$ cat src/rtl/cmp_result_packer_if.sv
// Stream bundle for the compare-result packer: a 32-bit code input stream
// and a packed-word output stream, each with a valid/ready handshake.
interface cmp_result_packer_if;
  logic        in_valid;
  logic        in_ready;
  logic [31:0] in_data;
  logic        in_last;
  logic        out_valid;
  logic        out_ready;
  logic [31:0] out_mask;
  logic [5:0]  out_count;
  logic [5:0]  out_ones;
  logic        out_last;

  modport slave (
    input  in_valid, in_data, in_last, out_ready,
    output in_ready, out_valid, out_mask, out_count, out_ones, out_last
  );

  modport master (
    output in_valid, in_data, in_last, out_ready,
    input  in_ready, out_valid, out_mask, out_count, out_ones, out_last
  );
endinterface

$ cat src/rtl/cmp_result_packer.sv
// Packs a stream of compare result codes into up to 32-bit masks (first result
// in bit 0), with per-word bit count, ones count, group-end flag and error flag.
module cmp_result_packer #(
  parameter logic [31:0] CODE_TRUE  = 32'h3F800000,
  parameter logic [31:0] CODE_FALSE = 32'h33D6BF95
) (
  input  logic                 clk,
  input  logic                 rst,
  cmp_result_packer_if.slave   bus,
  output logic                 err_code,
  output logic [15:0]          word_cnt
);

  typedef enum logic {EMPTY, FILL} state_t;

  state_t      state_q;
  logic [31:0] acc_q, acc_d;
  logic [5:0]  fill_q, fill_d;
  logic [5:0]  ones_q, ones_d;
  logic        out_valid_q, out_last_q, err_q;
  logic [31:0] out_mask_q;
  logic [5:0]  out_count_q, out_ones_q;
  logic [15:0] word_cnt_q;

  logic in_ready_w, in_xfer, out_xfer, bit_w, illegal_w, complete_w;

  always_comb begin
    in_ready_w = !(out_valid_q && !bus.out_ready);
    in_xfer    = bus.in_valid && in_ready_w;
    out_xfer   = out_valid_q && bus.out_ready;
    bit_w      = (bus.in_data == CODE_TRUE);
    illegal_w  = !bit_w && (bus.in_data != CODE_FALSE);
    // An EMPTY accumulator contributes nothing, so the new bit lands on a clean word
    acc_d      = ((state_q == EMPTY) ? 32'd0 : acc_q) | ({31'd0, bit_w} << fill_q[4:0]);
    fill_d     = fill_q + 6'd1;
    ones_d     = ones_q + {5'd0, bit_w};
    complete_w = in_xfer && (bus.in_last || (fill_q == 6'd31));
  end

  always_ff @(posedge clk or posedge rst) begin
    if (rst) begin
      state_q     <= EMPTY;
      acc_q       <= '0;
      fill_q      <= '0;
      ones_q      <= '0;
      out_valid_q <= 1'b0;
      out_mask_q  <= '0;
      out_count_q <= '0;
      out_ones_q  <= '0;
      out_last_q  <= 1'b0;
      err_q       <= 1'b0;
      word_cnt_q  <= '0;
    end else begin
      if (out_xfer) begin
        out_valid_q <= 1'b0;
        if (word_cnt_q != 16'hFFFF) word_cnt_q <= word_cnt_q + 16'd1;
      end
      if (in_xfer) begin
        if (illegal_w) err_q <= 1'b1;
        if (complete_w) begin
          // Loading here also covers the no-bubble case: this set overrides the drop above
          out_valid_q <= 1'b1;
          out_mask_q  <= acc_d;
          out_count_q <= fill_d;
          out_ones_q  <= ones_d;
          out_last_q  <= bus.in_last;
          acc_q       <= '0;
          fill_q      <= '0;
          ones_q      <= '0;
          state_q     <= EMPTY;
        end else begin
          acc_q   <= acc_d;
          fill_q  <= fill_d;
          ones_q  <= ones_d;
          state_q <= FILL;
        end
      end
    end
  end

  assign bus.in_ready  = in_ready_w;
  assign bus.out_valid = out_valid_q;
  assign bus.out_mask  = out_mask_q;
  assign bus.out_count = out_count_q;
  assign bus.out_ones  = out_ones_q;
  assign bus.out_last  = out_last_q;
  assign err_code      = err_q;
  assign word_cnt      = word_cnt_q;

endmodule

$ cat src/flat_wrapper.sv
// flat-port wrapper written by rule: the top's interface ports become plain ports
module cmp_result_packer_flat 
#(
  parameter logic [31:0] CODE_TRUE  = 32'h3F800000,
  parameter logic [31:0] CODE_FALSE = 32'h33D6BF95
)
  (clk, rst, err_code, word_cnt, bus_in_valid, bus_in_data, bus_in_last, bus_out_ready, bus_in_ready, bus_out_valid, bus_out_mask, bus_out_count, bus_out_ones, bus_out_last);
  cmp_result_packer_if bus_i ();
  input  logic clk;
  input  logic rst;
  output logic err_code;
  output logic [15:0] word_cnt;
  input wire logic [$bits(bus_i.in_valid)-1:0] bus_in_valid;
  input wire logic [$bits(bus_i.in_data)-1:0] bus_in_data;
  input wire logic [$bits(bus_i.in_last)-1:0] bus_in_last;
  input wire logic [$bits(bus_i.out_ready)-1:0] bus_out_ready;
  output wire logic [$bits(bus_i.in_ready)-1:0] bus_in_ready;
  output wire logic [$bits(bus_i.out_valid)-1:0] bus_out_valid;
  output wire logic [$bits(bus_i.out_mask)-1:0] bus_out_mask;
  output wire logic [$bits(bus_i.out_count)-1:0] bus_out_count;
  output wire logic [$bits(bus_i.out_ones)-1:0] bus_out_ones;
  output wire logic [$bits(bus_i.out_last)-1:0] bus_out_last;
  assign bus_i.in_valid = bus_in_valid;
  assign bus_i.in_data = bus_in_data;
  assign bus_i.in_last = bus_in_last;
  assign bus_i.out_ready = bus_out_ready;
  assign bus_in_ready = bus_i.in_ready;
  assign bus_out_valid = bus_i.out_valid;
  assign bus_out_mask = bus_i.out_mask;
  assign bus_out_count = bus_i.out_count;
  assign bus_out_ones = bus_i.out_ones;
  assign bus_out_last = bus_i.out_last;
  cmp_result_packer #(.CODE_TRUE(CODE_TRUE), .CODE_FALSE(CODE_FALSE)) u_core (.clk(clk), .rst(rst), .bus(bus_i), .err_code(err_code), .word_cnt(word_cnt));
endmodule
$ cat config.mk
export PLATFORM = sky130hd
export DESIGN_NAME = cmp_result_packer_flat
export DESIGN_NICKNAME = d
export VERILOG_FILES = /design/src/rtl/cmp_result_packer_if.sv /design/src/rtl/cmp_result_packer.sv /design/src/flat_wrapper.sv
export SDC_FILE = /design/constraint.sdc
export NUM_CORES = 1
export LEC_CHECK = 0
export CAP_MARGIN = 20
export CORE_UTILIZATION = 52
export DETAILED_ROUTE_END_ITERATION = 7
export MAX_ROUTING_LAYER = met4
export PLACE_DENSITY = 0.76
export SLEW_MARGIN = 10
export SYNTH_ARGS = -nofsm -noshare
export SYNTH_HDL_FRONTEND = slang
export SYNTH_SLANG_ARGS = --single-unit
export TNS_END_PERCENT = 50
$ cat constraint.sdc
create_clock -name clk -period 4.49 [get_ports clk]
set_input_delay 0.449 -clock clk [delete_from_list [all_inputs] [get_ports clk]]
set_output_delay 0.449 -clock clk [all_outputs]
set_load 0.1 [all_outputs]
==> summary.md <==
| Metric | Value |
|---|---|
| Clock root cell | clkbuf_8 |
| Worst EP arrival | 3.27 ns |
| Leading cell types by count after synthesis | dfrtp_1 (108), nand2_1 (45), nand4_1 (40), a31oi_1 (35) |
| Least-Margin Pin Slew | 1.01 ns |
| Final setup vio count | 0 |
| Largest net degree at the start of global routing | 78 |
| TritonCTS clock tree | built |
| Crit end category | register |
| Layout fillers | 809 |
| Critical path type | register to register |
| Syn Area/Cell | 10.3 um^2 |
| HP Class | register to register |
| WHS | 0.496 ns |
| Cts hold-fix bufs | 0 |
| Crit Path Max Fanout | 25 |
| Starting DRT DRC Count | 448 |
| Max cap viols | 0 |
| GRT Total Usage | 28.4% |
| Area occupied by multi-input gates | 2300 um^2 |
| Final setup TNS | 0 ns |
| Core area | 9770 um^2 |
| Global-route wire length before repair | 21.7 mm |
| Overflow after GRT | 0 |
| PostCTS Resize Cnt | 0 |
| Distinct cells, synth | 48 |
| Gpl congestion | 0.908 |
| FF/Latch Area | 2700 um^2 |
| Total CTS buffers | 9 |
| PD cells | 418 nW/um^2 |
| FP Rows | 36 |
| RSZ-0062 raised after global routing | no |
| Final wirelength | 13.6 mm |
| Setup bufs post-CTS | 0 |
| Number of synthesized flops with an enable pin | 0 |
| Vias in the first global route | 4300 |
| Status | finished, final reports clean |
| Max-slew headroom | 32.4% |
| Count leader, synth | dfrtp_1 |
| Initial antenna violation count | 0 |
| Drt pass-1 iters | 5 |
| Net count after synthesis | 550 |
| LEAKAGE | 2.60 nW |
| Die X | 102 um |
| Core Util, Final | 66.2% |
| Diodes inserted | 0 |
| Seq/Total Area, Yosys | 51.7% |
| Maximum clock rate | 0.333 GHz |
| Clk sinks | 108 |
| Initial Util | 53.4% |
| Vias | 4573 |
| Worst setup margin | 1.49 ns |
| Warnings from Yosys | 0 |
| Port Buffer Count | 100 |
| Clk_skew | 0.00605 ns |
| Seq cells post-synth | 108 |
| I/O pins | 101 |
| Die area | 10500 um^2 |
| Worst VDD drop | 306 uV |
| Max Buffers Root-to-Sink | 2 |
| CP required | 4.76 ns |
| Reg clk slew, reported paths | 0.10 ns |
| Mapped Cells | 509 |
| Synthesis-to-layout area growth | 23.9% |
| Setup slack after placement | 1.18 ns |
| Min Tclk post-route | 3.00 ns |
| CP Launch Type | register |
| Nets@finish | 621 |
| Die Ht | 102 um |
| Skew-Pair Late Insertion Delay | 0.37 ns |
| Share of post-route cells with drive strength above 1 | 6.32% |
| H-Tree Depth | 3 |
| Routed wire per std cell | 18.9 um |
| Post-route clock period utilization | 66.8% |
| Placed inst area | 6240 um^2 |
| Antenna-violating nets left | 0 |
| Residual DRC | 0 |
| Most used DFF post-synth | dfrtp_1 |
| Routed vias/inst | 6.37 |
| Post-synthesis cell area | 5220 um^2 |
| Post-DP HPWL | 8.96 mm |
| Design Area, Final | 6470 um^2 |
| Final Hold Viols | 0 |
| Async SR Flop Fraction | 100% |
| Top-area cell type share of the netlist area | 51.7% |
| Most area-consuming cells after synthesis | dfrtp_1 (52%), a32o_1 (6.5%), nand4_1 (4.8%) |
| Max-slew violation count | 0 |
| Cell taking the most area after synthesis | dfrtp_1 |
==> cell usage in the layout (no fill, tap or decap), types with 2 or more instances in the layout <==
cell / instances
a31oi_1: 35
a21o_1: 3
nor3_1: 5
o2111ai_1: 2
nand4_1: 40
buf_4: 7
clkinvlp_4: 2
ha_1: 4
nand2_1: 45
clkbuf_8: 10
and3_1: 10
inv_1: 4
xnor2_1: 18
or4_1: 6
clkdlybuf4s50_1: 100
nand2b_1: 2
a32o_1: 34
mux2_2: 6
and3b_1: 4
dfrtp_1: 108
nand4b_1: 3
nor2b_1: 7
clkinv_4: 2
o21ai_0: 27
and2_1: 7
nor4_1: 2
nand3_1: 11
nor2_1: 7
a21oi_1: 33
o211ai_1: 2
xor2_1: 2
nor3b_1: 10
a22o_1: 6
==> state kept, by name, summed over array words and instances, names as in the netlist <==
signal and count:
u_core.acc_q 32, u_core.word_cnt 16, u_core.bus.out_valid 1, u_core.state_q 1, u_core.err_code 1, u_core.bus.out_ones 6, u_core.bus.out_last 1, u_core.bus.out_mask 32
u_core.ones_q 6, u_core.bus.out_count 6, u_core.fill_q 6
==> cell families after synthesis <==
kind of cell    share of synthesized area (%)
compound gates                           19.3
buf+inv                                  4.46
fa+ha+maj                               0.958
simple gates                             18.7
mux                                      1.48
flops                                    51.7
xor+xnor                                 3.35
==> worst max-delay path, stage by stage, from the launching register on <==
cell	delay, ns
dfrtp_1	0.58
ha_1	0.34
nand4_1	0.20
o21ai_2	0.83
nand2_1	0.53
mux2_2	0.40
==> report_power, final <==
part	switching [mW]	leakage, nW	internal (mW)	total, mW
sequential	0.0843	1.41	1.05	1.14
clock	0.343	0.0904	0.222	0.565
combinational	0.761	1.09	0.241	1.00
total	1.19	2.60	1.52	2.70
==> path summary, 6_finish.rpt <==
path | startpoint | to | slack [ns] | cells past startpoint
setup / recovery | u_core.fill_q[0]$_DFFE_PP0P_ | u_core.bus.out_ones[1]$_DFFE_PP0P_ | 1.49 | 5
hold / removal | u_core.ones_q[0]$_DFFE_PP0P_ | u_core.ones_q[0]$_DFFE_PP0P_ | 0.50 | 2
setup reg to reg | u_core.fill_q[0]$_DFFE_PP0P_ | u_core.bus.out_ones[1]$_DFFE_PP0P_ | 1.49 | 5
hold reg to reg | u_core.ones_q[0]$_DFFE_PP0P_ | u_core.ones_q[0]$_DFFE_PP0P_ | 0.50 | 2
max in group asynchronous | rst | u_core.acc_q[5]$_DFFE_PP0P_ | 2.91 | 3
min in group asynchronous | rst | u_core.word_cnt[7]$_DFFE_PP0P_ | 0.63 | 2
==> area by class of cell <==
type,count,share of cell area (%)
Multi-Input combinational cell,347,35.5
Tap cell,133,2.57
Sequential cell,108,41.8
Clock inverter,6,0.754
Clock buffer,10,2.13
Inverter,5,0.329
Timing Repair Buffer,109,16.9
==> per-layer routing <==
layer | vias to the layer above | routed length, um | global-route usage (%)
met5 | - | 0 | -
met4 | 0 | 354 | 11.8
met3 | 31 | 890 | 5.40
met2 | 173 | 6470 | 44.4
met1 | 2283 | 5850 | 36.6
li1 | 2086 | - | -
==> through the flow <==
step,power (mW),std cells
2_1_floorplan,1.88,509
3_3_place_gp,2.13,700
3_5_place_dp,2.15,700
4_1_cts,2.70,716
5_1_grt,2.81,718
6_report,2.70,718
Power figures use the tool's default switching activity.
